### src/rtl/motor_drive.sv
// Two-wheel H-bridge drive: maps a registered steering command to slew-limited
// PWM duty and direction per wheel, with a zero-speed dead time before any reversal.
module motor_drive #(
   parameter int unsigned PWM_BITS    = 8,
   parameter int unsigned RAMP_DIV    = 1000,
   parameter int unsigned DEAD_TICKS  = 50,
   parameter int unsigned DUTY_FAST   = 255,
   parameter int unsigned DUTY_NORMAL = 192,
   parameter int unsigned DUTY_SLOW   = 96
) (
   input  logic       clk,
   input  logic       reset,
   input  logic [2:0] drive_command,
   output logic       left_pwm,
   output logic       left_dir,
   output logic       right_pwm,
   output logic       right_dir,
   output logic       moving,
   output logic       cmd_invalid
);

   localparam int unsigned PRE_W  = (RAMP_DIV > 1) ? $clog2(RAMP_DIV) : 1;
   localparam int unsigned DEAD_W = (DEAD_TICKS > 1) ? $clog2(DEAD_TICKS) : 1;
   localparam logic [PRE_W-1:0]    PRE_LAST  = PRE_W'(RAMP_DIV - 1);
   localparam logic [DEAD_W-1:0]   DEAD_LAST = DEAD_W'(DEAD_TICKS - 1);
   localparam logic [PWM_BITS-1:0] D_FAST    = PWM_BITS'(DUTY_FAST);
   localparam logic [PWM_BITS-1:0] D_NORMAL  = PWM_BITS'(DUTY_NORMAL);
   localparam logic [PWM_BITS-1:0] D_SLOW    = PWM_BITS'(DUTY_SLOW);

   typedef enum logic {RUN, DEAD} wheel_state_t;

   // Wheel index 0 is left, 1 is right.
   logic [2:0]          cmd_q;
   logic [PRE_W-1:0]    pre;
   logic                ramp_tick;
   logic [PWM_BITS-1:0] cnt;
   logic [1:0]          dir;
   logic [1:0]          tgt_dir;
   logic [PWM_BITS-1:0] tgt_duty [2];
   logic [PWM_BITS-1:0] goal     [2];
   logic [PWM_BITS-1:0] duty     [2];
   logic [PWM_BITS-1:0] duty_q   [2];
   logic [DEAD_W-1:0]   dead_cnt [2];
   wheel_state_t        state    [2];

   assign ramp_tick = (pre == PRE_LAST);

   always_comb begin
      tgt_dir     = dir;
      tgt_duty[0] = '0;
      tgt_duty[1] = '0;
      case (cmd_q)
         3'd1: begin tgt_dir = 2'b01; tgt_duty[0] = D_FAST;   tgt_duty[1] = D_FAST;   end
         3'd2: begin tgt_dir = 2'b00; tgt_duty[0] = D_SLOW;   tgt_duty[1] = D_NORMAL; end
         3'd3: begin tgt_dir = 2'b00; tgt_duty[0] = D_NORMAL; tgt_duty[1] = D_NORMAL; end
         3'd4: begin tgt_dir = 2'b00; tgt_duty[0] = D_NORMAL; tgt_duty[1] = D_SLOW;   end
         3'd5: begin tgt_dir = 2'b10; tgt_duty[0] = D_FAST;   tgt_duty[1] = D_FAST;   end
         default: ;
      endcase
      for (int unsigned w = 0; w < 2; w++) begin
         goal[w] = (tgt_dir[w] == dir[w]) ? tgt_duty[w] : '0;
      end
   end

   always_ff @(posedge clk) begin
      if (reset) begin
         cmd_q  <= '0;
         pre    <= '0;
         cnt    <= '0;
         dir    <= '0;
         moving <= 1'b0;
         for (int unsigned w = 0; w < 2; w++) begin
            duty[w]     <= '0;
            duty_q[w]   <= '0;
            dead_cnt[w] <= '0;
            state[w]    <= RUN;
         end
      end else begin
         cmd_q  <= drive_command;
         pre    <= ramp_tick ? '0 : pre + 1'b1;
         cnt    <= cnt + 1'b1;
         moving <= (duty_q[0] != '0) || (duty_q[1] != '0);
         for (int unsigned w = 0; w < 2; w++) begin
            if (&cnt) duty_q[w] <= duty[w];
            if (ramp_tick) begin
               if (state[w] == RUN) begin
                  if ((duty[w] == '0) && (tgt_dir[w] != dir[w]) && (tgt_duty[w] != '0)) begin
                     state[w]    <= DEAD;
                     dead_cnt[w] <= '0;
                  end else if (duty[w] < goal[w]) begin
                     duty[w] <= duty[w] + 1'b1;
                  end else if (duty[w] > goal[w]) begin
                     duty[w] <= duty[w] - 1'b1;
                  end
               end else if (dead_cnt[w] == DEAD_LAST) begin
                  // Exit also waits for the applied duty to be zero, so dir never
                  // flips while a stale nonzero duty_q could drive the bridge.
                  if (duty_q[w] == '0) begin
                     dir[w]   <= tgt_dir[w];
                     state[w] <= RUN;
                  end
               end else begin
                  dead_cnt[w] <= dead_cnt[w] + 1'b1;
               end
            end
         end
      end
   end

   assign left_pwm    = (state[0] == RUN) && (cnt < duty_q[0]);
   assign right_pwm   = (state[1] == RUN) && (cnt < duty_q[1]);
   assign left_dir    = dir[0];
   assign right_dir   = dir[1];
   assign cmd_invalid = cmd_q[2] & cmd_q[1];

endmodule

### config.mk
export PLATFORM = sky130hd
export DESIGN_NAME = motor_drive
export DESIGN_NICKNAME = d
export VERILOG_FILES = /design/src/rtl/motor_drive.sv
export SDC_FILE = /design/constraint.sdc
export NUM_CORES = 1
export LEC_CHECK = 0
export CAP_MARGIN = 20
export CELL_PAD_IN_SITES_DETAIL_PLACEMENT = 1
export CELL_PAD_IN_SITES_GLOBAL_PLACEMENT = 2
export CORE_AREA = 4 4 107 109
export DETAILED_ROUTE_END_ITERATION = 7
export DIE_AREA = 0 0 111 113
export GPL_ROUTABILITY_DRIVEN = 0
export PLACE_DENSITY = 0.9
export RECOVER_POWER = 100
export SYNTH_ARGS = -nofsm -noshare
export SYNTH_HDL_FRONTEND = slang
export SYNTH_SLANG_ARGS = --single-unit
### constraint.sdc
create_clock -name clk -period 7.9 [get_ports clk]
set_clock_uncertainty 0.1 [all_clocks]
set_input_delay 1.975 -clock clk [delete_from_list [all_inputs] [get_ports clk]]
set_output_delay 1.975 -clock clk [all_outputs]
set_load 0.03 [all_outputs]
Word-level counts from Yosys, hierarchy flattened
Memories as Yosys holds them, arrays and structs flattened.
Index checks and enable logic that the tools add are counted.
{"block": "word_totals", "inputBits": 5, "latch_bits": 0, "memories": 4, "output_inout_bits": 6, "word_cells": 155, "ramBits": 46, "reg_bits": 24, "mem_bits_ro": 0}
{"block": "classes", "add_sub_neg": 8, "eq_ne": 12, "n_lt_le_gt_ge": 6, "shift": 0, "div_mod_pow": 0, "bitwise_logic": 17, "reduce_logical": 21, "mux": 81, "mul": 0}
{"name": "duty", "words": 2, "word_bits": 8, "read_ports": 2, "rd_ports_with_merged_regs": 0, "wr": 2, "line": "41", "source": "logic [PWM_BITS-1:0] duty [2];"}
{"name": "duty_q", "words": 2, "word_bits": 8, "read_ports": 2, "rd_ports_with_merged_regs": 0, "wr": 2, "line": "42", "source": "logic [PWM_BITS-1:0] duty_q [2];"}
{"name": "dead_cnt", "words": 2, "word_bits": 6, "read_ports": 2, "rd_ports_with_merged_regs": 0, "wr": 2, "line": "43", "source": "logic [DEAD_W-1:0] dead_cnt [2];"}
{"name": "state", "words": 2, "word_bits": 1, "read_ports": 2, "rd_ports_with_merged_regs": 0, "wr": 2, "line": "44", "source": "wheel_state_t state [2];"}
{"op": "$mux W1", "n": 67}
{"op": "$mux W8", "n": 8}
{"op": "$pmux W16 S4", "n": 1}
{"op": "$logic_not A8 Y1", "n": 4}
{"op": "$lt A8 B8 Y1", "n": 4}
{"op": "$reduce_bool A8 Y1", "n": 4}
{"op": "$add A8 B1 Y8 const B", "n": 3}
{"op": "$mux W6", "n": 4}
{"op": "$gt A8 B8 Y1", "n": 2}
{"op": "$sub A8 B1 Y8 const B", "n": 2}
{"op": "$or A1 B1 Y1", "n": 14}
{"op": "$add A6 B1 Y6 const B", "n": 2}
{"op": "$eq A6 B6 Y1 const B", "n": 2}
{"op": "$add A10 B1 Y10 const B", "n": 1}
{"op": "$eq A10 B10 Y1 const B", "n": 1}
{"op": "$reduce_and A4 Y1", "n": 2}
{"op": "$reduce_and A8 Y1", "n": 1}
{"op": "$eq A3 B2 Y1 const B", "n": 2}
{"op": "$eq A3 B3 Y1 const B", "n": 2}
{"op": "$logic_and A1 B1 Y1", "n": 6}
{"op": "$pmux W2 S3", "n": 1}
{"op": "$reduce_or A2 Y1", "n": 2}
{"op": "$eq A3 B1 Y1 const B", "n": 1}
{"op": "$reduce_or A3 Y1", "n": 1}
{"op": "5 further kinds", "n": 8}

Longest topological paths before layout
Gate-level depths: netlist of the first run.
{"block": "logic_depth", "ltp_word": 14, "ltp_mapped": 21, "depth_no_buf": 20}

Worst setup path before layout of the first run
OpenSTA, ideal clock, no wires.
{"block": "synth_timing", "path_type": "input to register", "startpoint": "in reset", "endpoint": "mem duty[0][7], data pin", "cell_stages": 11, "t_required_ns": 7.546, "arrival_time_ns": 4.364, "path_buffers": 0, "path_slack_ns": 3.181, "setup_ns": 0.254, "cell_sequence": "nor4_4 -> o211ai_1 -> nor3_2 -> ha_1 -> a21o_1 -> a21oi_1 -> nor2b_1 -> o21a_1 -> o41a_1 -> xnor2_1 -> nor2_1"}
{"element": "start: declaration", "line": "12", "source": "input logic reset,"}
{"element": "end: declaration", "line": "41"}

==> flow_summary.toml, run 1 <==
[yosys]
synth_xor_area_share_pct = 5.182
ys_seq_area_share_pct = 40.58
synth.ff_latch_count = 70
async_flop_share_pct = 0
synth.area.top_cells = "edfxtp_1 (30%), ha_1 (13%), dfxtp_1 (11%)"
syn_avg_cell_area_um2 = 9.750
synth_cells = 468
synth_compound_area_share_pct = 12.72
synth-edff-count = 45
ys.flop_type = "edfxtp_1"
synth_top_cell_area_share_pct = 29.61
yosys.area_share.simple_pct = 23.58
synth_top_family_by_area = "simple AND/OR/NAND/NOR gates"
synthMuxAreaShare_pct = 0.9049
synth_area_mm2 = 0.004563
synth-adder-area-share_pct = 13.05
yosys_warnings = 0
syn-num-nets = 520
synth_top_area_cell = "edfxtp_1"
synth_cell_types = 60

[placement]
io_buffers = 10
pre_cts_slack_ns = 2.050
dpl_cell_area_mm2 = 0.004788
post-dp-hpwl_mm = 7.722
dp_cells = 608

[timing]
setup_viol = 0
tightest_slew_ns = 1.505
slew-limit-headroom_pct = -0.3159
fmax_mhz = 156.6
rsz0062_at_grt = "false"
fin_setup_tns_ns = 0
fin_crit_sh_pct = 80.82
final_hold_viol_count = 0
min_period_ns = 6.385
maxSlewViolCount = 31
fin_ws_ns = 1.515

[cts]
path_clk_slew_ns = 0.08
hold_buffers = 0
cts_buffers = 9
postCtsSetupRepairBufs = 0
root_buffer = "clkbuf_8"
cts_htree_levels = 3
cts.sinks = 70
clock_latency_ns = 0.36
cts-resized-gates = 0
clockBufferDepth = 2
cts_tree = "yes"

[floorplan]
dieArea_mm2 = 0.01254
start_util_pct = 43.04
die_h_um = 113
core_area_mm2 = 0.01060
ioPinCount = 11
fp.dieW_um = 111
rows = 38

[routing]
drt_first_pass_iters = 4
drtIter0Drc = 194
via_count = 3457
wl_per_cell_um = 16.46
drc = 0
postRouteAntennaNets = 0
post_drt_via_cell_ratio = 5.549
totalWireLength_mm = 10.26

[finish]
nFillCells = 1220
layout_common_cells = "nor2_1 (54), ha_1 (46), edfxtp_1 (45)"
multi_input_area_mm2 = 0.002500
layout.cells.non_filler = 623
final_cell_area_mm2 = 0.004955
num_antenna_cells = 0
ff_latch_area_mm2 = 0.001852
drive_gt1_share_pct = 5.797
syn2layout_area_growth_pct = 8.582
final_common_cell = "nor2_1"
nets = 531

[critical_path]
crit_chain = "dlygate4sd3_1 -> clkbuf_1 -> nor4_4 -> o211ai_1 -> nor3_1 -> ha_1 -> a21o_1 -> a21oi_1 -> nor2b_1 -> o21a_1 -> o41a_1 -> xnor2_1 -> nor2_1"
cp_top_family = "simple AND/OR/NAND/NOR gates"
crit_type = "input pin to register"
required_ns = 7.89
end_kind = "register"
critPathBufInv = 2
crit_path_max_incr_delay_ns = 0.87
cpMaxStageDelayCell = "nor3_1"
path_max_fanout = 31
worst-endpoint-arrival_ns = 6.37
cp-start-kind = "input pin"

[pwr]
finalPower_mw = 0.8071
power_density_mw_per_mm2 = 162.9
p_leak_nw = 1.912
peakVddDrop_mv = 0.06147

[outcome]
violations = "max-capacitance violations, max-slew violations"
run_status = "finished, violations left"

[global_routing]
grt_max_degree = 32
grt_overflow_total = 0
grt_pass1_vias = 3541
grt_first_pass_wirelength_mm = 17.34
track_usage_pct = 17.03
antenna_found_initial = 0

[worst_hold_path]
hold_path_class = "register to register"

[job]
maxCapViolations = 1
-- logic make-up after synthesis --
family	Yosys count
buffers and inverters	43
and+or+nand+nor	196
AOI/OAI and AO/OA	81
adders and majority gates	47
DFF	70
muxes	4
xor gates and xnor gates	27
-- final cells by class --
class,instances,share of cell area [%]
clock buffers,14,3.939
clock inverters,1,0.1768
repair buffers,12,2.172
inverters,31,2.348
flip-flops and latches,70,37.37
well taps,140,3.535
multi-input cells,355,50.45
-- synthesized netlist by cell type, drive strengths merged, types with 9 or more instances --
master  count
dfxtp      25
edfxtp     45
xnor2      10
or3         9
nand2b     11
nand3      21
a21oi      30
xor2       17
and2       12
nor3       13
nor4       12
nand2      19
inv        31
a21o        9
ha         46
nor2       54
nor2b      14
o21ai      12
-- state kept, by name, indices dropped and copies added, names as in the netlist --
signal,cells
moving,1
dir,2
state,2
dead_cnt,12
cmd_q,3
cnt,8
duty,16
duty_q,16
pre,10
-- power breakdown --
part           total, mW  internal (mW)  switching (mW)
clock              0.298          0.160           0.138
combinational     0.0865         0.0380          0.0485
sequential         0.422          0.403          0.0196
-- stage by stage --
step,util (%),hold WS (ns)
2_1_floorplan,-,0.3321
3_3_place_gp,45.16,0.3570
3_5_place_dp,45.16,0.3743
4_1_cts,47.09,0.3935
5_1_grt,46.73,0.4105
6_report,46.73,0.3890
-- routing by layer --
layer	global-route usage (%)	wire length, um	share of wire [%]
met3	3.743	381	3.7
met1	22.52	4931	48
met4	5.172	149	1.5
met2	28.07	4793	47
met5	0	0	0
-- final timing paths --
check	from	endpoint	slack [ns]	cells past startpoint
max	reset	duty[0][7]	1.52	13
min	pre[0]	pre[0]	0.39	1
min reg2reg	pre[0]	pre[0]	0.39	1
max reg2reg	cmd_q[2]	duty[0][7]	2.58	17
No activity file was read; power rests on OpenSTA's default activity.
==> inputs of run 2 (changes only) <==
--- a/config.mk
+++ b/config.mk
@@ -8,11 +8,11 @@
 export CAP_MARGIN = 20
 export CELL_PAD_IN_SITES_DETAIL_PLACEMENT = 1
 export CELL_PAD_IN_SITES_GLOBAL_PLACEMENT = 2
-export CORE_AREA = 4 4 107 109
+export CORE_AREA = 4 4 117 119
 export DETAILED_ROUTE_END_ITERATION = 7
-export DIE_AREA = 0 0 111 113
+export DIE_AREA = 0 0 121 123
 export GPL_ROUTABILITY_DRIVEN = 0
-export PLACE_DENSITY = 0.9
+export PLACE_DENSITY = 0.81
 export RECOVER_POWER = 100
 export SYNTH_ARGS = -nofsm -noshare
 export SYNTH_HDL_FRONTEND = slang
==> constraint.sdc (replaced) <==
create_clock -name clk -period 5.8 [get_ports clk]
set_clock_uncertainty 0.1 [all_clocks]
set_input_delay 1.45 -clock clk [delete_from_list [all_inputs] [get_ports clk]]
set_output_delay 1.45 -clock clk [all_outputs]
set_load 0.03 [all_outputs]
==> flow_summary.toml, run 2 (synthesized netlist as in run 1, its figures left out) <==
[outcome]
run_status = "complete, no violations"

[finish]
layout.cells.non_filler = 656
syn2layout_area_growth_pct = 11.13
drive_gt1_share_pct = 5.992
final_common_cell = "nor2_1"
num_antenna_cells = 0
reg.largest.list = "duty (16), duty_q (16), dead_cnt (12)"
nets = 531
multi_input_area_mm2 = 0.002512
ff_latch_area_mm2 = 0.001852
layout_common_cells = "nor2_1 (54), ha_1 (46), edfxtp_1 (45)"
nFillCells = 1447

[pwr]
p_sw_share_pct = 25.39
combPwrFrac_pct = 10.0
internal_power_mw = 0.8981
p_switching_mw = 0.3056
power_density_mw_per_mm2 = 237.4
p_clk_share_pct = 42.2
peakVddDrop_mv = 0.1120
seqPwrFrac_pct = 47.8
finalPower_mw = 1.204
p_leak_nw = 1.941

[routing]
drt_first_pass_iters = 4
post_drt_via_cell_ratio = 5.216
wl_per_cell_um = 16.06
postRouteAntennaNets = 0
drc = 0
via_count = 3422
drtIter0Drc = 75
totalWireLength_mm = 10.54

[cts]
postCtsSetupRepairBufs = 0
cts_tree = "yes"
root_buffer = "clkbuf_16"
path_clk_slew_ns = 0.06
cts_buffers = 9
clock_latency_ns = 0.34
hold_buffers = 0
cts_htree_levels = 3
clockBufferDepth = 2
cts-resized-gates = 0
cts.sinks = 70

[timing]
slew-limit-headroom_pct = 4.979
fmax_mhz = 201.1
fin_setup_tns_ns = 0
min_period_ns = 4.972
rsz0062_at_grt = "false"
final_hold_viol_count = 0
tightest_slew_ns = 1.425
setup_viol = 0
fin_crit_sh_pct = 85.73
fin_hold_ws_ns = 0.3867
maxSlewViolCount = 0

[floorplan]
core_area_mm2 = 0.01257
ioPinCount = 11
die_h_um = 123
dieArea_mm2 = 0.01488
rows = 41
start_util_pct = 36.31
fp.dieW_um = 121

[placement]
io_buffers = 10
post-dp-hpwl_mm = 7.897
dp_cells = 640

[global_routing]
grt_overflow_total = 0
grt_max_degree = 31
antenna_found_initial = 0
grt_first_pass_wirelength_mm = 17.84
track_usage_pct = 15.33
grt_pass1_vias = 3609

[worst_hold_path]
hold_path_class = "register to register"

[critical_path]
cp-start-kind = "register"
end_kind = "register"
required_ns = 5.77
path_max_fanout = 14
worst-endpoint-arrival_ns = 4.94
crit_type = "register to register"

[job]
maxCapViolations = 0
-- run 2: changes by cell type in the layout (fill, tap and decap cells not counted), sizes merged --
cell | before | now
clkinv | 1 | 4
clkinvlp | 0 | 1
clkbuf | 16 | 13
-- run 2: path summary, 6_finish.rpt --
path	startpoint	to	slack, ns	cells past startpoint
setup / recovery	cmd_q[2]	duty[0][7]	0.83	17
hold / removal	pre[0]	pre[0]	0.39	1
hold reg to reg	pre[0]	pre[0]	0.39	1
setup reg to reg	cmd_q[2]	duty[0][7]	0.83	17
-- run 2: layer usage --
| metal | GRT usage (%) | share of wire (%) |
|---|---|---|
| met5 | 0 | 0 |
| met4 | 7.649 | 2.5 |
| met3 | 2.745 | 2.2 |
| met1 | 19.14 | 48 |
| met2 | 25.60 | 48 |
-- run 2: layout make-up --
cell class	count	share of cell area, %
multi-input cells	355	49.54
flip-flops and latches	70	36.52
clock buffers	11	4.787
well taps	172	4.244
inverters	31	2.295
repair buffers	12	2.122
clock inverters	5	0.4935
-- run 2: power by group through the flow --
stage	Sequential [mW]	Clock (mW)	Combinational (mW)
after CTS	0.576	0.527	0.123
final	0.576	0.508	0.120
after global placement	0.584	0	0.115
after detailed placement	0.586	0	0.122
after floorplan	0.574	0	0.0964
after global routing	0.579	0.547	0.137
-- run 2: worst max-delay path, stage by stage, from the launching register on --
cell      delay, ns
dfxtp_1        0.62
inv_1          0.12
ha_1           0.39
nand2b_1       0.19
mux2_1         0.37
nand2_1        0.22
ha_1           0.29
and3_1         0.18
and3_1         0.20
nor3_2         0.50
ha_1           0.34
a21o_1         0.17
a21oi_1        0.21
nor2b_1        0.07
o21a_1         0.19
o41a_1         0.32
xnor2_1        0.16
nor2_1         0.05
-- run 2: stage by stage --
step                      utilization, %  setup WS [ns]  area, um^2
after floorplan                        -          1.464        4563
after global placement             38.42         0.8207        4828
after detailed placement           38.42         0.7339        4828
after CTS                          40.55         0.9043        5096
after global routing               40.35         0.4701        5071
final                              40.35         0.8279        5071
==> inputs of run 3 (changes only) <==
--- a/config.mk
+++ b/config.mk
@@ -17,3 +17,4 @@
 export SYNTH_ARGS = -nofsm -noshare
 export SYNTH_HDL_FRONTEND = slang
 export SYNTH_SLANG_ARGS = --single-unit
+export TNS_END_PERCENT = 30
==> results of run 3 <==
No change in the layout: final DEF, timing and power equal those of run 2.
